## config.mk

```make
export PLATFORM = sky130hd
export DESIGN_NAME = flash_comparator
export DESIGN_NICKNAME = d
export VERILOG_FILES = /design/src/rtl/flash_comparator_pkg.sv /design/src/rtl/flash_comparator_cmp_core.sv /design/src/rtl/flash_comparator.sv
export SDC_FILE = /design/constraint.sdc
export NUM_CORES = 1
export LEC_CHECK = 0
export CAP_MARGIN = 15
export CORE_AREA = 5 5 42 44
export DETAILED_ROUTE_END_ITERATION = 16
export DIE_AREA = 0 0 47 49
export HOLD_SLACK_MARGIN = 0.06
export PLACE_DENSITY_LB_ADDON = 0.12
export SLEW_MARGIN = 20
export SYNTH_ARGS = -nofsm -noshare
export SYNTH_HDL_FRONTEND = slang
export SYNTH_SLANG_ARGS = --single-unit
export TNS_END_PERCENT = 100
```

## constraint.sdc

```tcl
create_clock -name clk -period 2.8 [get_ports clk]
set_input_delay 0.28 -clock clk [delete_from_list [all_inputs] [get_ports clk]]
set_output_delay 0.28 -clock clk [all_outputs]
set_load 0.005 [all_outputs]
```

## src/rtl/flash_comparator_pkg.sv

```systemverilog
// Shared definitions for the flash-ADC comparator bank and its thermometer encoder.
package flash_comparator_pkg;

  // Width of the sampled input code and of each threshold code.
  localparam int ADC_WIDTH = 8;

  // Three-way compare outcome consumed by the thermometer encoder.
  typedef enum logic [1:0] {
    CMP_LT = 2'd0,
    CMP_EQ = 2'd1,
    CMP_GT = 2'd2
  } cmp_result_e;

  // Collapse the one-hot gt/eq/lt flags into the encoder's enum form.
  function automatic cmp_result_e flags_to_result(input logic gt, input logic eq);
    if (gt)
      return CMP_GT;
    else if (eq)
      return CMP_EQ;
    else
      return CMP_LT;
  endfunction

endpackage

```

## src/rtl/flash_comparator_cmp_core.sv

```systemverilog
// Purely combinational unsigned magnitude compare of a against b.
// The first differing bit, scanning from the MSB down, decides the outcome.
module cmp_core
  import flash_comparator_pkg::*;
#(
  parameter int WIDTH = ADC_WIDTH
) (
  input  logic [WIDTH-1:0] a,
  input  logic [WIDTH-1:0] b,
  output logic             gt,
  output logic             eq,
  output logic             lt,
  output cmp_result_e      result
);

  // MSB-first cascade: once a bit has decided the order, lower bits are ignored.
  always_comb begin
    gt = 1'b0;
    lt = 1'b0;
    for (int i = WIDTH - 1; i >= 0; i--) begin
      if (!gt && !lt) begin
        if (a[i] && !b[i])
          gt = 1'b1;
        else if (!a[i] && b[i])
          lt = 1'b1;
      end
    end
    eq     = !gt && !lt;
    result = flags_to_result(gt, eq);
  end

endmodule

```

## src/rtl/flash_comparator.sv

```systemverilog
// One registered slice of the flash-ADC comparator bank: compares the sampled
// code vin against this slice's threshold vref with a single cycle of latency.
module flash_comparator
  import flash_comparator_pkg::*;
#(
  parameter int WIDTH = ADC_WIDTH
) (
  input  logic             clk,
  input  logic             rst,
  input  logic             in_valid,
  input  logic [WIDTH-1:0] vin,
  input  logic [WIDTH-1:0] vref,
  output logic             a_grt_b,
  output logic             a_eq_b,
  output logic             a_lt_b,
  output logic             out_valid
);

  logic        cmp_gt;
  logic        cmp_eq;
  logic        cmp_lt;
  cmp_result_e cmp_result;

  cmp_core #(.WIDTH(WIDTH)) u_cmp_core (
    .a      (vin),
    .b      (vref),
    .gt     (cmp_gt),
    .eq     (cmp_eq),
    .lt     (cmp_lt),
    .result (cmp_result)
  );

  // Capture the compare flags only on valid samples so they hold across idle
  // cycles; reset clears everything and wins over a simultaneous valid sample.
  always_ff @(posedge clk) begin
    if (rst) begin
      a_grt_b   <= 1'b0;
      a_eq_b    <= 1'b0;
      a_lt_b    <= 1'b0;
      out_valid <= 1'b0;
    end else begin
      out_valid <= in_valid;
      if (in_valid) begin
        a_grt_b <= (cmp_result == CMP_GT);
        a_eq_b  <= cmp_eq;
        a_lt_b  <= cmp_lt;
      end
    end
  end

  // The enum result already carries gt; keep the raw flag as a cross-check net.
  logic unused_gt;
  assign unused_gt = cmp_gt;

endmodule

```

# --- Word level (Yosys, flattened, before mapping) ---
# Cells that the tools add are included.
classes:
  n_eq_ne: 1
  n_reduce_logical: 56
  mux: 40
ops:
  columns: ["cell", "count"]
  rows:
  - ["1-bit two-way mux", 39]
  - ["1-bit logical NOT", 32]
  - ["1-bit logical AND", 24]
  - ["2-bit == test (second input constant)", 1]
  - ["2-bit two-way mux", 1]
word_totals:
  out_inout_bits: 4
  in_bits: 19
  regBits: 4

# --- Longest topological paths before layout ---
# Gate-level depths: netlist (run 1).
logic_depth:
  ltp_word: 30
  depth_mapped: 7

# --- By module ---
# From an unflattened synthesis (run 1), not the netlist that was laid out.
hier_totals:
  hier_cells: 52
  area_unflattened_um2: 397.9
by_module_without_submodules:
  columns: ["mod", "instances", "seq_area_each_um2", "cells_each", "area_per_inst_um2"]
  rows:
  - ["cmp_core", 1, 0.0, 40, 265.3]
  - ["flash_comparator", 1, 80.1, 12, 132.6]

# --- Least setup slack after synthesis (run 1) ---
# OpenSTA, ideal clock, no wires.
synth_path:
  path_type: "input-to-reg"
  start: "input port vin[7]"
  end: "register a_eq_b"
  n_path_buf: 0
  path_slack_ns: 1.340
  setup_time_ns: 0.088
  path_stages: 7
  arrival_time_ns: 1.372
  cell_sequence: "inv_1 ha_1 nor2b_1 a21oi_1 nand2_1 or3_1 o32ai_2"
synth_between:
  elab_chain_len: 27
synth_rtl:
  columns: ["item", "line_no", "source"]
  rows:
  - ["start, declared", "flash_comparator.sv:11", "input logic [WIDTH-1:0] vin,"]
  - ["1-bit logical NOT", "flash_comparator_cmp_core.sv:24", "else if (!a[i] && b[i])"]
  - ["1-bit logical AND", "flash_comparator_cmp_core.sv:24", null]
  - ["1-bit two-way mux", "flash_comparator_cmp_core.sv:24", null]
  - ["1-bit two-way mux", "flash_comparator_cmp_core.sv:22", "if (a[i] && !b[i])"]
  - ["1-bit two-way mux / 1-bit logical NOT (equally long branches)", "flash_comparator_cmp_core.sv:24, flash_comparator_cmp_core.sv:21", null]
  - ["1-bit two-way mux / 1-bit logical AND (equally long branches)", "flash_comparator_cmp_core.sv:22, flash_comparator_cmp_core.sv:21", null]
  - ["1-bit two-way mux", "flash_comparator_cmp_core.sv:21", "if (!gt && !lt) begin"]
  - ["1-bit two-way mux / 1-bit logical NOT (equally long branches)", "flash_comparator_cmp_core.sv:24, flash_comparator_cmp_core.sv:21", null]
  - ["[... 11 more ...]", null, null]
  - ["1-bit two-way mux / 1-bit logical NOT (equally long branches)", "flash_comparator_cmp_core.sv:24, flash_comparator_cmp_core.sv:21", null]
  - ["1-bit two-way mux / 1-bit logical AND (equally long branches)", "flash_comparator_cmp_core.sv:22, flash_comparator_cmp_core.sv:21", null]
  - ["1-bit two-way mux", "flash_comparator_cmp_core.sv:21", null]
  - ["1-bit two-way mux / 1-bit logical NOT (equally long branches)", "flash_comparator_cmp_core.sv:24, flash_comparator_cmp_core.sv:21", null]
  - ["1-bit two-way mux / 1-bit logical AND (equally long branches)", "flash_comparator_cmp_core.sv:22, flash_comparator_cmp_core.sv:21", null]
  - ["1-bit two-way mux", "flash_comparator_cmp_core.sv:21", null]
  - ["1-bit logical NOT", "flash_comparator_cmp_core.sv:28", "eq = !gt && !lt;"]
  - ["1-bit logical AND (*)", "flash_comparator_cmp_core.sv:28", null]
  - ["end signal, assigned", "flash_comparator.sv:45", "a_eq_b <= cmp_eq;"]
  - ["end, declared", "flash_comparator.sv:14", "output logic a_eq_b,"]
# Mark *: on every way between the ends. The rest lies on a longest branch, timed or not.
# A chain may end at the register's enable or synchronous reset.

# --- Worst setup path after layout (run 1) ---
# Same ends and word-level chain as after synthesis.

==> results by group, run 1 <==
Die
  – Chip Width: 47 um
  – Starting Density: 30.5%
  – Core area: 0.00140 mm^2
  – Die Footprint: 0.00230 mm^2
  – Die height: around 49 um
  – Row count: 14
  – IO Count: 23

Route
  – Routed length per instance: 9.65 um
  – DR iter-0 viols: 6
  – Final wirelength: 926 um
  – Vias per inst: between 4 and 5
  – DRT Pass-1 Iters: 4
  – DRC: 0
  – Vias: approximately 470
  – Routed Antenna Nets: 0

Yosys
  – Post-synth cell types: 26
  – Post-synthesis cell area: roughly 430 um^2
  – Ys flop type: dfxtp_1
  – Sequential fraction of the synthesis area: 18.7%
  – Count leader, synth: inv_1
  – Top cells by area in the synthesized netlist: dfxtp_1 (19%), inv_1 (8.8%), ha_1 (5.8%)
  – Synth Area per Inst: 7.78 um^2
  – Syn_nets: 76
  – Post-synth top area cell: dfxtp_1
  – Area share of the largest cell type after synthesis: around a fifth
  – Synth Warn #: 0
  – Ys async rst share: 0%
  – Post-Synthesis Cells: 55
  – Commonest cells in the netlist: inv_1 (10), nor2_1 (5), dfxtp_1 (4), nand2_1 (4), nor2b_1 (4)
  – Number of synthesized flops with an enable pin: 0
  – #FFs+latches synth: 4

Worst setup path
  – Critical path type: primary input to register
  – Worst reg2reg endpoint: a_grt_b$_SDFFE_PP0P_
  – WP data arrival: 1970 ps
  – Worst Setup Start Kind: primary input
  – Worst Path Required: roughly 2900 ps
  – Critical R2R Launch: a_grt_b$_SDFFE_PP0P_
  – CP max FO: 3
  – Worst Setup End Kind: register
  – Reg2reg path depth: 3
  – R2r setup slk: between 2000 and 2500 ps

Place
  – Gpl congestion: 0.735
  – Placed Instances: between 90 and 100
  – IO buf count: 22
  – Detailed placer's ending HPWL: 862 um

Worst hold path
  – WHS Endpoint: a_lt_b$_SDFFE_PP0P_
  – Min-delay src: a_lt_b$_SDFFE_PP0P_
  – Number of cells on the worst hold path: 2
  – Hold Crit Class: register to register

Global route
  – Initial antenna violation count: 0
  – Total track usage: 8.85%
  – Largest net degree at the start of global routing: 8
  – Via count of the first global-routing pass: 408
  – First-pass GRT wire length: 1480 um
  – Overflow after GRT: 0

Timing
  – Setup TNS: 0 ps
  – Slew Limit Fails: 0
  – Hold Violations, Final: 0
  – F_max: 546 MHz
  – Min Clock Period, post-route: around 1800 ps
  – Worst-Margin Slew: 387 ps
  – Setup Skew: 0 ps
  – Tcrit/Tclk final: 65.4%
  – Worst slack on hold paths: 465 ps
  – Unrepaired setup endpoints after global routing: false
  – Setup Viol. Count Final: 0
  – Worst slew margin: 74.0%

Clock network
  – Max Root-Sink Buffers: 2
  – Root Buffer: clkbuf_4
  – Post_cts resized: 0
  – H-tree depth: 1
  – CTS tree: yes
  – Worst-path clk slew: 40 ps
  – Number of setup buffers added after CTS: 0
  – Clk Latency, worst-skew pair: 230 ps
  – Hold_buf cts: 0
  – Clk sinks: 4
  – Num CTS Buffers: 3

Layout
  – Layout Utilization: 49.3%
  – Area Growth Syn to Fin: 61.4%
  – Share of layout cells above drive strength 1: 13.8%
  – Register area: 80.1 um^2
  – Final std cells w/o fill: 96
  – Final nets: 103
  – Multi-input gate area in the final layout: just over 300 um^2
  – Fillers: 157
  – Ant diodes: 0

Status
  – Outcome: completed

Run
  – Max Cap Violations: 0

Pwr
  – PwrDens: 309 mW/mm^2
  – Worst VDD drop: 84.9 uV
  – Lkg Pwr: ~0.28 nW
==> how the worst max path moves through the flow <==
stage	startpoint	endpoint	slack, ps	cells after the start
global route	vin[7]	a_eq_b$_SDFFE_PP0P_	790	8
finish	vin[7]	a_eq_b$_SDFFE_PP0P_	970	8
floorplan	vin[7]	a_eq_b$_SDFFE_PP0P_	1340	7
detailed placement	vin[7]	a_eq_b$_SDFFE_PP0P_	710	8
CTS	vin[7]	a_eq_b$_SDFFE_PP0P_	950	8
global placement	vin[7]	a_eq_b$_SDFFE_PP0P_	780	8
==> through the flow <==
stage / setup slack [ps] / area (um^2) / total power [mW]
3_5_place_dp: 712 / 668 / 0.148
5_1_grt: 787 / 691 / 0.230
6_report: 968 / 691 / 0.213
4_1_cts: 948 / 691 / 0.218
2_1_floorplan: 1340 / 428 / 0.103
3_3_place_gp: 781 / 668 / 0.147
==> sequential cells by signal, indices dropped and copies added (netlist names) <==
register,count
a_eq_b,1
a_grt_b,1
a_lt_b,1
out_valid,1
==> layer usage <==
layer	global-route usage, %	vias up	part of all wire [%]
met2	14.7	17	51
met3	3.32	2	9.0
met4	5.53	0	1.3
li1	-	243	-
met5	0	-	0
met1	8.73	206	39
==> power by group <==
group | internal, mW | switching, mW | total, mW
Clock | 0.0477 | 0.0200 | 0.0677
Sequential | 0.0613 | 0.00149 | 0.0628
Combinational | 0.0514 | 0.0313 | 0.0828
Total | 0.160 | 0.0528 | 0.213
==> layout make-up <==
| type | count | share of cell area (%) |
|---|---|---|
| clock buffers | 3 | 3.26 |
| inverters | 10 | 5.43 |
| multi-input cells | 41 | 44.9 |
| flip-flops and latches | 4 | 11.6 |
| well taps | 16 | 2.90 |
| repair buffers | 22 | 31.9 |
==> cell usage in the layout, fill, tap and decap left out, drive strengths merged <==
| cell | n |
|---|---|
| ha | 2 |
| o31ai | 1 |
| clkbuf | 3 |
| nor3b | 2 |
| or3 | 1 |
| o221ai | 1 |
| a31oi | 1 |
| nor4 | 1 |
| dfxtp | 4 |
| nand2b | 1 |
| maj3 | 2 |
| nor2b | 5 |
| nor2 | 5 |
| xor2 | 1 |
| o21a | 1 |
| inv | 10 |
| o32ai | 1 |
| and2b | 2 |
| nand4 | 1 |
| nand2 | 4 |
| o211ai | 2 |
| clkdlybuf4s50 | 22 |
| o22a | 1 |
| nand3b | 1 |
| a21oi | 3 |
| o221a | 2 |
==> cell families (layout without fill, tap and decap cells) <==
logic type / after synthesis / count (layout) / synth area share, %
AOI/OAI and AO/OA: 13 / 13 / 27.2
DFF: 4 / 4 / 18.7
and+or+nand+nor: 23 / 23 / 32.2
buffers and inverters: 10 / 35 / 8.77
xor gates and xnor gates: 1 / 1 / 2.05
adders and majority gates: 4 / 4 / 11.1
==> critical path, stage by stage <==
cell             delay, ps
clkdlybuf4s50_1        480
inv_1                   50
ha_1                   310
nor2b_1                160
a21oi_1                220
nand2_1                 60
or3_1                  320
o32ai_2                 90
(Power assumes the default switching activity.)
==> run 2: changes to the inputs <==
Clock period 2.8 ns to 1.85 ns, I/O delays scaled along.
==> run 2 against run 1 <==
Effect of this change:
- total power increased by 56%
- via count decreased by 1.9%
- final cell count increased by 3.1%
- sequential share of layout area is 0.37 points lower
- final area up 3.3%
- clock skew did not move
- first-iteration DRC count is 67% lower
- critical path depth did not move
- count of clock-buffer cells in the layout did not move
- non-clock buffer count rose by 3
==> results by group, run 2 (synthesis results as in run 1) <==
Timing
  – Setup TNS: 0 ps (unchanged)
  – Fin worst setup slack: 166 ps (-803 ps)
  – Min Clock Period, post-route: approximately 1700 ps
  – Slew Limit Fails: 0 (unchanged)
  – Worst-Margin Slew: 389 ps (+2.26 ps)
  – Setup Skew: 0 ps (unchanged)
  – Unrepaired setup endpoints after global routing: false
  – Worst slew margin: 73.8% (-0.15 points)
  – Tcrit/Tclk final: approximately nine tenths
  – Hold Violations, Final: 0 (unchanged)
  – Setup Viol. Count Final: 0 (unchanged)
  – F_max: 594 MHz

Die
  – Starting Density: 30.5% (unchanged)
  – Die Footprint: 0.00230 mm^2 (unchanged)
  – IO Count: 23 (unchanged)
  – Core area: 0.00140 mm^2 (unchanged)
  – Die height: 49 um (unchanged)
  – Chip Width: 47 um (unchanged)
  – Row count: 14 (unchanged)

Pwr
  – Lkg Pwr: 0.298 nW (+4.9%)
  – Power consumption: 0.333 mW (+56%)
  – Worst VDD drop: 130 uV (+53%)
  – PwrDens: 467 mW/mm^2 (+51%)

Worst setup path
  – Slowest stage delay, CP: 470 ps (about the same)
  – Worst Path Required: 1990 ps (-950 ps)
  – WP data arrival: 1830 ps (-140 ps)
  – R2r setup slk: 1160 ps (-970 ps)
  – Worst Setup End Kind: register
  – CP max FO: 3 (unchanged)
  – Critical path type: primary input to register
  – Worst Setup Start Kind: primary input
  – Worst path slowest cell: clkdlybuf4s50_1
  – CP Cell Sequence: clkdlybuf4s50_1 -> inv_1 -> ha_1 -> nor2b_1 -> a21oi_1 -> nand2_1 -> or3_1 -> o32ai_2

Place
  – Detailed placer's ending HPWL: 844 um (-2.1%)
  – Gpl congestion: 0.684 (-7.1%)
  – Placed Instances: 96 (+3.2%)
  – IO buf count: 22 (unchanged)
  – Place WS: -83.0 ps (-795 ps)

Layout
  – Final std cells w/o fill: 99 (+3.1%)
  – Share of layout cells above drive strength 1: 16.9% (+3.1 points)
  – Fillers: 148 (-5.7%)
  – Commonest cells after routing, fill and taps aside: clkdlybuf4s50_1 (22), inv_1 (10), nor2_1 (5)
  – Final nets: 106 (+2.9%)
  – Commonest non-fill, non-tap cell in the layout: clkdlybuf4s50_1
  – Area Growth Syn to Fin: 66.7%
  – Ant diodes: 0 (unchanged)

Route
  – DR iter-0 viols: 2 (-4)
  – DRT Pass-1 Iters: 2 (-2)
  – Vias: 459 (-1.9%)
  – Final wirelength: 940 um (+1.5%)
  – Routed length per instance: 9.49 um (-1.6%)
  – Routed Antenna Nets: 0 (unchanged)
  – DRC: 0 (unchanged)
  – Vias per inst: 4.64 (-4.9%)

Clock network
  – Clk Latency, worst-skew pair: 230 ps (about the same)
  – Number of setup buffers added after CTS: 0 (unchanged)
  – Max Root-Sink Buffers: 2 (unchanged)
  – Post_cts resized: 0 (unchanged)
  – CTS tree: yes
  – Worst-path clk slew: 40 ps (about the same)
  – Root Buffer: clkbuf_4
  – Hold_buf cts: 0 (unchanged)
  – H-tree depth: 1 (unchanged)
  – Num CTS Buffers: 3 (unchanged)
  – Clk sinks: 4 (unchanged)

Global route
  – First-pass GRT wire length: 1550 um (+4.7%)
  – Largest net degree at the start of global routing: 8 (unchanged)
  – Via count of the first global-routing pass: 427 (+4.7%)
  – Met3 usage: 2.21% (-1.1 points)
  – M2 GR Usage: 15.2% (+0.45 points)
  – Top Usage Layer GRT: met2
  – GRT met1 Usage: 9.37% (+0.63 points)
  – Initial antenna violation count: 0 (unchanged)
  – Overflow after GRT: 0 (unchanged)
  – Total track usage: 9.20% (+0.34 points)

Run
  – Max Cap Violations: 0 (unchanged)

Status
  – Outcome: completed

Worst hold path
  – Hold Crit Class: register to register
## run 2: layout make-up
class | instances | area, um^2 | share of cell area (%)
clock buffer | 3 | 22.5 | 3.16
inverter | 10 | 37.5 | 5.26
multi-input combinational | 41 | 310 | 43.5
sequential | 4 | 80.1 | 11.2
tap | 16 | 20.0 | 2.81
timing repair buffer | 25 | 243 | 34.0
## run 2: power by group
group          switching (mW)  leakage [nW]  internal (mW)
Combinational          0.0488         0.251         0.0834
Clock                  0.0331        0.0138         0.0724
Sequential            0.00249        0.0330         0.0928
Total                  0.0843         0.298          0.249
## run 2: through the flow
stage / area (um^2) / hold WS (ps) / utilization (%)
after global placement: 691 / 461 / 49.3
after floorplan: 428 / 257 / -
after global routing: 713 / 500 / 50.9
after CTS: 713 / 471 / 50.9
after detailed placement: 691 / 471 / 49.3
final: 713 / 465 / 50.9
## run 2: path summary, 6_finish.rpt
check	startpoint	to	cells past startpoint
worst max-delay path	vin[7]	a_eq_b$_SDFFE_PP0P_	8
worst min-delay path	a_lt_b$_SDFFE_PP0P_	a_lt_b$_SDFFE_PP0P_	2
worst max register to register	a_grt_b$_SDFFE_PP0P_	a_grt_b$_SDFFE_PP0P_	3
worst min register to register	a_lt_b$_SDFFE_PP0P_	a_lt_b$_SDFFE_PP0P_	2
## run 2: critical path: cells and delay by family
| family | cells | cell delay, ps |
|---|---|---|
| fa+ha+maj | 1 | 300 |
| compound gates | 2 | 300 |
| simple gates | 3 | 530 |
| buf+inv | 2 | 510 |
## run 2: layer usage
metal / wire, um / vias to the layer above
li1: - / 250
met2: 483 / 15
met3: 81 / 0
met4: 0 / 0
met5: 0 / -
met1: 375 / 194
==> run 3: changes to the inputs <==
Settings changed: ABC_CLOCK_PERIOD_IN_PS set to 1850, CAP_MARGIN 15 to 40.
==> results of run 3 <==
The final DEF is identical to that of run 2; final timing and power are the same.
